`src/rtl/rr_stream_mux.sv`:
```
// rr_stream_mux: registered N-to-1 stream mux with round-robin or fixed-select arbitration
module rr_stream_mux #(
    parameter int WIDTH    = 32,
    parameter int CHANNELS = 4,
    parameter int SEL_W    = $clog2(CHANNELS)
) (
    input  logic                      clk,
    input  logic                      reset,
    input  logic [CHANNELS-1:0]       in_valid,
    input  logic [CHANNELS*WIDTH-1:0] in_data,
    output logic [CHANNELS-1:0]       in_ready,
    input  logic                      mode,
    input  logic [SEL_W-1:0]          fixed_sel,
    output logic                      out_valid,
    output logic [WIDTH-1:0]          out_data,
    output logic [SEL_W-1:0]          out_chan,
    input  logic                      out_ready
);
    logic [SEL_W-1:0]    last_grant;
    logic [SEL_W-1:0]    grant;
    logic [SEL_W-1:0]    idx;
    logic [CHANNELS-1:0] elig;
    logic                grant_valid;
    logic                can_accept;
    logic                take;
    always_comb begin
        elig = mode ? (in_valid & (CHANNELS'(1) << fixed_sel)) : in_valid;
        grant_valid = 1'b0;
        grant = '0;
        idx = '0;
        for (int k = 1; k <= CHANNELS; k++) begin
            idx = last_grant + SEL_W'(k);
            if (!grant_valid && elig[idx]) begin
                grant_valid = 1'b1;
                grant = idx;
            end
        end
    end
    assign can_accept = !out_valid || out_ready;
    assign take       = !reset && can_accept && grant_valid;
    assign in_ready   = take ? (CHANNELS'(1) << grant) : '0;
    always_ff @(posedge clk) begin
        if (reset) begin
            out_valid  <= 1'b0;
            out_data   <= '0;
            out_chan   <= '0;
            last_grant <= '1;
        end else if (take) begin
            out_valid  <= 1'b1;
            out_data   <= in_data[int'(grant)*WIDTH +: WIDTH];
            out_chan   <= grant;
            last_grant <= grant;
        end else if (out_ready) begin
            out_valid <= 1'b0;
        end
    end
endmodule

```
`config.mk`:
```
export PLATFORM = sky130hd
export DESIGN_NAME = rr_stream_mux
export DESIGN_NICKNAME = d
export VERILOG_FILES = /design/src/rtl/rr_stream_mux.sv
export SDC_FILE = /design/constraint.sdc
export NUM_CORES = 1
export LEC_CHECK = 0
export ABC_AREA = 1
export BUFFER_PORTS_ARGS = -buffer_cell sky130_fd_sc_hd__buf_2
export CORE_MARGIN = 2
export CORE_UTILIZATION = 47
export DETAILED_ROUTE_END_ITERATION = 7
export PLACE_DENSITY = 0.86
export SYNTH_ARGS = -nofsm -noshare
export SYNTH_HDL_FRONTEND = slang
export SYNTH_SLANG_ARGS = --single-unit
```
`constraint.sdc`:
```
create_clock -name clk -period 2.83 [get_ports clk]
set_input_delay 0.1415 -clock clk [delete_from_list [all_inputs] [get_ports clk]]
set_output_delay 0.1415 -clock clk [all_outputs]
set_load 0.05 [all_outputs]
```
==> results of run 1 <==
[critical path, stage by stage, from the launching register on]
cell	delay, ns
dfxtp_2	0.39
inv_1	0.17
nand3_1	0.14
nand2_1	0.11
nand2_1	0.06
nand2_1	0.15
nand3_1	0.10
nor2_1	0.18
nor2_4	0.05
nand2_2	0.29
nand2_1	0.16
nor2_1	0.11
buf_2	0.28
[cell type report]
cell class / count / share of cell area
multi-input combinational: 393 / 0.468
inverter: 34 / 0.0349
tap: 75 / 0.0245
timing repair buffer: 183 / 0.243
clock buffer: 5 / 0.0179
sequential: 37 / 0.193
clock inverter: 3 / 0.0179
[routing by layer]
metal,global-route usage,up-vias,share of wire
met3,0.0571,8,0.099
met5,0,-,0
met1,0.293,1634,0.39
li1,-,1877,-
met4,0.0576,0,0.0081
met2,0.531,209,0.51
[state kept, by name, indices dropped and copies added, names as in the netlist]
name        cells
last_grant      2
out_chan        2
out_data       32
out_valid       1
[report_power, final]
group	leakage [nW]	internal, mW	switching, mW
Sequential	0.309	0.775	0.149
Combinational	1.90	1.14	3.00
Clock	0.0687	0.355	0.202
Total	2.27	2.27	3.35
[metrics by stage]
| stage | setup slack [ns] | cell area, µm² | hold WS [ns] | util |
|---|---|---|---|---|
| 2_1_floorplan | 0.408 | 2830 | 0.214 | - |
| 3_3_place_gp | 0.353 | 3690 | 0.406 | 0.631 |
| 3_5_place_dp | 0.194 | 3690 | 0.408 | 0.631 |
| 4_1_cts | 0.0721 | 3830 | 0.0980 | 0.655 |
| 5_1_grt | 0.0208 | 3840 | 0.117 | 0.656 |
| 6_report | 0.205 | 3840 | 0.105 | 0.656 |
[cells by family after synthesis]
family | Yosys count | share of synthesized area
AND/OR/NAND/NOR | 386 | 0.612
buffers and inverters | 63 | 0.109
flip-flops | 37 | 0.262
AO/OA/AOI/OAI | 6 | 0.0115
XOR/XNOR | 1 | 0.00576
[layout by cell type (no fill, tap or decap), drive strengths merged]
cell type,n
nor2b,1
xnor2,1
buf,183
bufinv,2
nor2,64
nand2,194
clkinv,2
inv,33
clkbuf,5
or2,1
a21oi,3
nand3,126
o21ai,2
o211ai,1
dfxtp,37
[worst min-delay path by stage]
stage,depth (start not counted),slack [ns],endpoint
after global placement,2,0.41,out_valid
after floorplan,1,0.21,out_valid
after detailed placement,2,0.41,out_valid
after global routing,2,0.12,out_valid
final,2,0.10,out_valid
after CTS,2,0.1,out_valid
==> impl_metrics.json, run 1 <==
{
  "syn-cell-area_um2": 2830,
  "cts_made_buffers": 5,
  "drive_gt1_frac": 0.340,
  "hp-start": "reset",
  "power_mw": 5.62,
  "track_usage": 0.270,
  "coreArea_um2": 5850,
  "rsz0062_at_grt": "no",
  "die_h_um": 81.5,
  "finClkSkew_ns": 0.00491,
  "worstSetupEndpointType": "output pin",
  "r2r-end": "out_data[28]",
  "rrSetupSlack_ns": 0.38,
  "regArea_um2": 742,
  "ys_top_cells_by_area": "dfxtp_1 26%, nand2_1 25%, nand3_1 20%",
  "numPortBuffers": 176,
  "worst_slew_pin_slew_ns": 0.511,
  "synth_top_cell_by_area": "dfxtp_1",
  "finalHoldViolations": 0,
  "finalSetupViolCount": 0,
  "cp_max_fo": 19,
  "holdBufCountCts": 0,
  "criticalPathCategory": "flip-flop to output pin",
  "die_w_um": 81.5,
  "vias": 3728,
  "multiInputGateArea_um2": 1800,
  "ir_worst_vdd_uv": 1230,
  "period_minus_slack_ns": 2.62,
  "slew_headroom": 0.657,
  "post_cts_resized": 1,
  "synth.avg_cell_area_um2": 5.73,
  "slew_violations": 0,
  "ys_seq_area_frac": 0.262,
  "drt-pass1-iter-count": 4,
  "area_growth_syn_to_layout_pct": 35.8,
  "ys_types": 24,
  "synth-edff-count": 0,
  "htree_levels": 2,
  "antenna-diode-count": 0,
  "synth_commonest_cells": "191 x nand2_1, 112 x nand3_1, 60 x nor2_1",
  "viasPerCell": 5.11,
  "critPathArrivalTime_ns": 2.48,
  "grt_pass1_wl_um": 14200,
  "critPathLaunch": "last_grant[0]",
  "syn_nets": 631,
  "cts_buffer_depth": 2,
  "synth_top_area_share": 0.262,
  "gr-total-overflow": 0,
  "io_pins": 177,
  "clock-root-buffer": "clkbuf_8",
  "cp-start-kind": "flip-flop",
  "grt_pass1_vias": 3343,
  "avgRoutedWirePerCell_um": 12.4,
  "instances_no_fill": 730,
  "drc": 0,
  "fin_nets": 792,
  "synth.most_common_cell": "nand2_1",
  "crit_end": "in_ready[1]",
  "ys_async_sr_fraction": 0,
  "hp-class": "input port to flip-flop",
  "ant_nets": 0,
  "ys_warn_count": 0,
  "maxCapViolCount": 0,
  "grt_start_max_net_pins": 47,
  "drtIter0Drc": 195,
  "critical_path_required_ns": 2.69,
  "syn_inst": 493,
  "ys.flop_type": "dfxtp_1",
  "rows": 28,
  "cts_setup_buffers": 0,
  "dp.cells": 722,
  "finalWirelength_um": 9050,
  "fp.dieArea_um2": 6650,
  "fin_crit_sh": 0.927,
  "clkSlewWorstSetupHoldPaths_ns": 0.08,
  "cts_tree": "built",
  "status": "finished clean",
  "grt_antenna_before_repair": 0,
  "fillers": 533,
  "leakage_nw": 2.27,
  "tns_ns": 0,
  "start_util": 0.483,
  "place_congestion": 0.958,
  "cts_sinks": 37,
  "p_per_area_nw_per_um2": 1460,
  "clock_latency_ns": 0.29,
  "hpwlAfterDp_um": 6720,
  "synth-seq-cells": 37,
  "r2r_start": "last_grant[1]",
  "r2r_cells": 12,
  "max_freq_ghz": 0.381
}
(Power assumes the default switching activity.)
==> run 2, diff against run 1 <==
--- a/config.mk
+++ b/config.mk
@@ -7,6 +7,7 @@
 export LEC_CHECK = 0
 export ABC_AREA = 1
 export BUFFER_PORTS_ARGS = -buffer_cell sky130_fd_sc_hd__buf_2
+export CORE_ASPECT_RATIO = 0.5
 export CORE_MARGIN = 2
 export CORE_UTILIZATION = 47
 export DETAILED_ROUTE_END_ITERATION = 7
==> impl_metrics.json, run 2 (synthesized netlist as in run 1, its figures left out) <==
{
  "status": "finished clean",
  "p_per_area_nw_per_um2": 1460,
  "finalWirelength_um": 8650,
  "clkSlewWorstSetupHoldPaths_ns": 0.06,
  "die_h_um": 58.8,
  "fin_util": 0.686,
  "grt_pass1_vias": 3370,
  "slew_headroom": 0.631,
  "drt-pass1-iter-count": 5,
  "cts_tree": "built",
  "layout_commonest_cell": "nand2_1",
  "critPathLaunch": "last_grant[1]",
  "maxCapViolCount": 0,
  "holdBufCountCts": 0,
  "gr-total-overflow": 0,
  "worst_slew_pin_slew_ns": 0.551,
  "hpwlAfterDp_um": 6420,
  "period_minus_slack_ns": 2.62,
  "cts_made_buffers": 5,
  "area_growth_syn_to_layout_pct": 36.8,
  "setup_slack_ns": 0.207,
  "design_area_um2": 3870,
  "cp-start-kind": "flip-flop",
  "worstSetupEndpointType": "output pin",
  "grt_pass1_wl_um": 13900,
  "cts_sinks": 37,
  "place_congestion": 0.911,
  "coreArea_um2": 5630,
  "finClkSkew_ns": 0.00367,
  "fin_nets": 794,
  "largest_register_ffs": 32,
  "rows": 19,
  "ant_nets": 0,
  "place_ws_ns": 0.338,
  "drive_gt1_frac": 0.341,
  "crit_family": "simple AND/OR/NAND/NOR gates",
  "rsz0062_at_grt": "no",
  "viasPerCell": 5.01,
  "grt_antenna_before_repair": 0,
  "clock-root-buffer": "clkbuf_16",
  "antenna-diode-count": 0,
  "critPathArrivalTime_ns": 2.48,
  "cp_common_cell": "nand2_2",
  "clock_latency_ns": 0.28,
  "critPathBufInv": 2,
  "drc": 0,
  "wirelength_met1_um": 3590,
  "track_usage": 0.255,
  "wl_met2_um": 4280,
  "max_freq_ghz": 0.381,
  "start_util": 0.501,
  "io_pins": 177,
  "wl_met3_um": 645,
  "hp-class": "input port to flip-flop",
  "hp-start": "reset",
  "fillers": 529,
  "max_stage_delay_ns": 0.38,
  "mostFrequentLayoutCells": "190 x nand2_1, 176 x buf_2, 111 x nand3_1",
  "slowest_stage": "dfxtp_1",
  "largest-register": "out_data",
  "htree_levels": 2,
  "avgRoutedWirePerCell_um": 11.9,
  "top_layer": "met4",
  "crit_chain": "xnor2_2 -> nand3_1 -> nand2_2 -> nand2_2 -> nor2_4 -> nand3_2 -> nand2_2 -> buf_6 -> nand2_1 -> nor2_1 -> buf_2",
  "r2r_start": "last_grant[1]",
  "critical_path_required_ns": 2.69,
  "fp.dieArea_um2": 6690,
  "reg_top3": "out_data: 32 flops, last_grant: 2 flops, out_chan: 2 flops",
  "cp_max_fo": 38,
  "cts_setup_buffers": 0,
  "die_w_um": 114,
  "drtIter0Drc": 168,
  "ir_worst_vdd_uv": 725,
  "criticalPathCategory": "flip-flop to output pin",
  "slew_violations": 0,
  "leakage_nw": 2.30,
  "tns_ns": 0,
  "cts_buffer_depth": 2,
  "dpl-instance-area_um2": 3700,
  "vias": 3658,
  "finalHoldViolations": 0,
  "finalSetupViolCount": 0,
  "grt_start_max_net_pins": 47,
  "numPortBuffers": 176,
  "fin_crit_sh": 0.927
}
run 2: changes by cell type in the layout (fill, tap and decap cells not counted), sizes merged:
cell,change
buf,+2
inv,-1
clkbuf,+2
bufinv,-2
clkinv,+1
run 2: layout make-up:
| cell class | count | area (µm²) | share of cell area |
|---|---|---|---|
| tap | 73 | 91.3 | 0.0236 |
| clock inverter | 1 | 5.00 | 0.00129 |
| inverter | 34 | 129 | 0.0333 |
| clock buffer | 7 | 153 | 0.0395 |
| multi-input combinational | 393 | 1790 | 0.464 |
| sequential | 37 | 742 | 0.192 |
| timing repair buffer | 185 | 952 | 0.246 |
run 2: report_power, final:
group	leakage [nW]	switching (mW)	internal, mW
clock network	0.0799	0.211	0.373
logic	1.91	2.96	1.18
registers	0.309	0.136	0.776
total	2.30	3.31	2.33
run 2: path summary, 6_finish.rpt:
check | endpoint | slack (ns) | depth (start not counted)
setup reg to reg | out_data[19] | 0.54 | 13
hold / removal | out_valid | 0.11 | 2
hold reg to reg | out_data[15] | 0.45 | 2
setup / recovery | in_ready[1] | 0.21 | 11
run 2: repair_timing:
item,CTS,global route
endpoints found under the hold margin,0,0
setup endpoints to repair,1,4
pin swaps,0,0
resized for setup,1,1
run 2: metal layers:
layer,up-vias,GRT usage
met5,-,0
met4,0,0.0819
met3,14,0.0443
met2,144,0.496
met1,1613,0.291
li1,1887,-
run 2: stage by stage:
step           hold WS (ns)  power (mW)  instances
2_1_floorplan         0.214        4.22        493
3_3_place_gp          0.394        4.96        722
3_5_place_dp          0.393        5.02        722
4_1_cts               0.109        5.64        730
5_1_grt               0.121        6.15        730
6_report              0.111        5.64        730
run 2: worst register-to-register path, cell delays in order, from the launching register on:
cell and delay (ns):
dfxtp_1 0.38, xnor2_2 0.30, clkinv_2 0.11, nand3_2 0.10, nand2_2 0.08, nand2_2 0.09
nor2_4 0.05, nand3_2 0.06, nand2_1 0.08, buf_4 0.23, nor2_4 0.43, nand2_1 0.10
nor2_1 0.11, nor2_1 0.05
==> run 3, diff against run 2 <==
--- a/config.mk
+++ b/config.mk
@@ -6,7 +6,7 @@
 export NUM_CORES = 1
 export LEC_CHECK = 0
 export ABC_AREA = 1
-export BUFFER_PORTS_ARGS = -buffer_cell sky130_fd_sc_hd__buf_2
+export BUFFER_PORTS_ARGS = -buffer_cell sky130_fd_sc_hd__buf_4
 export CORE_ASPECT_RATIO = 0.5
 export CORE_MARGIN = 2
 export CORE_UTILIZATION = 47
==> impl_metrics.json, run 3 (synthesized netlist as in run 1, its figures left out) <==
{
  "drtIter0Drc": 194,
  "drt-pass1-iter-count": 4,
  "hpwlAfterDp_um": 6880,
  "post_cts_resized": 0,
  "status": "finished clean",
  "setup_slack_ns": 0.195,
  "antenna-diode-count": 0,
  "design_area_um2": 4300,
  "start_util": 0.501,
  "max_stage_delay_ns": 0.38,
  "drive_gt1_frac": 0.340,
  "finalHoldViolations": 0,
  "place_congestion": 0.887,
  "worst_slew_pin_slew_ns": 0.494,
  "mostFrequentLayoutCells": "190 x nand2_1, 186 x buf_4, 111 x nand3_1",
  "fin_crit_sh": 0.931,
  "r2r_cells": 12,
  "rsz0062_at_grt": "no",
  "critPathArrivalTime_ns": 2.49,
  "critPathBufInv": 3,
  "cp-start-kind": "flip-flop",
  "track_usage": 0.262,
  "hp-class": "input port to flip-flop",
  "hold_depth": 2,
  "p_per_area_nw_per_um2": 1350,
  "avgRoutedWirePerCell_um": 12.3,
  "clock_latency_ns": 0.28,
  "cts_buffer_depth": 2,
  "critical_path_required_ns": 2.69,
  "period_minus_slack_ns": 2.63,
  "tns_ns": 0,
  "area_growth_syn_to_layout_pct": 52.1,
  "cp_max_fo": 18,
  "drc": 0,
  "vias": 3679,
  "htree_levels": 2,
  "ant_nets": 0,
  "cts_tree": "built",
  "clock-root-buffer": "clkbuf_16",
  "layout_commonest_cell": "nand2_1",
  "reg_top3": "out_data: 32 flops, last_grant: 2 flops, out_chan: 2 flops",
  "maxCapViolCount": 0,
  "cts_sinks": 37,
  "power_mw": 5.82,
  "place_ws_ns": 0.421,
  "rows": 19,
  "leakage_nw": 2.43,
  "fin_nets": 795,
  "finalSetupViolCount": 0,
  "criticalPathCategory": "flip-flop to output pin",
  "cts_setup_buffers": 0,
  "numPortBuffers": 176,
  "fillers": 495,
  "dpl-instance-area_um2": 4150,
  "rrSetupSlack_ns": 0.50,
  "io_pins": 177,
  "finClkSkew_ns": 0.00605,
  "finalWirelength_um": 9000,
  "grt_pass1_wl_um": 14300,
  "grt_start_max_net_pins": 47,
  "viasPerCell": 5.03,
  "largest-register": "out_data",
  "grt_antenna_before_repair": 0,
  "grt_pass1_vias": 3256,
  "clkSlewWorstSetupHoldPaths_ns": 0.06,
  "cts_made_buffers": 5,
  "path_depth": 12,
  "coreArea_um2": 5630,
  "gr-total-overflow": 0,
  "largest_register_ffs": 32,
  "die_w_um": 114,
  "slowest_stage": "dfxtp_1",
  "holdBufCountCts": 0,
  "crit_family": "simple AND/OR/NAND/NOR gates",
  "fp.dieArea_um2": 6690,
  "crit_chain": "xnor2_2 -> clkinv_2 -> nand3_2 -> nand2_2 -> nand2_2 -> nor2_4 -> nand3_2 -> nand2_1 -> inv_2 -> nand2_1 -> nor2_1 -> buf_4",
  "slew_headroom": 0.670,
  "ir_worst_vdd_uv": 722,
  "die_h_um": 58.8,
  "slew_violations": 0,
  "max_freq_ghz": 0.380,
  "worstSetupEndpointType": "output pin"
}
==> run 3: cell types whose count changed in the layout (fill, tap and decap cells not counted) <==
cell,before,now
o21ai_0,2,1
clkbuf_8,2,0
nor2b_2,1,0
buf_2,176,0
clkinv_2,2,3
buf_6,1,0
clkbuf_1,0,1
nor2b_4,0,1
buf_4,8,186
o21ai_1,0,1
==> run 3: final timing paths <==
| check | from | endpoint |
|---|---|---|
| worst max register to register | last_grant[1] | last_grant[0] |
| worst max-delay path | last_grant[1] | in_ready[2] |
| worst min-delay path | reset | out_valid |
| worst min register to register | out_data[31] | out_data[31] |
==> run 3: per-stage QoR <==
step                cells  hold WS [ns]  utilization
finish                731        0.0733        0.763
floorplan             493         0.214            -
global route          731        0.0839        0.763
detailed placement    723         0.361        0.737
CTS                   731        0.0697        0.761
global placement      723         0.365        0.737
==> run 3: power by group <==
part | internal, mW | switching [mW]
registers | 0.777 | 0.143
clock network | 0.323 | 0.203
logic | 1.38 | 2.99
total | 2.48 | 3.33
==> run 3: layer usage <==
metal	track usage	part of all wire	vias to the layer above
met5	0	0	-
met4	0.0627	0.014	0
met3	0.0433	0.072	10
met2	0.492	0.50	119
met1	0.321	0.41	1658
li1	-	-	1892
==> run 3: area by class of cell <==
type	count	area (µm²)	share of cell area
multi-input cells	393	1800	0.419
repair buffers	186	1400	0.325
flip-flops and latches	37	742	0.173
clock buffers	6	129	0.0300
inverters	34	129	0.0300
well taps	73	91.3	0.0213
clock inverters	2	10.0	0.00233
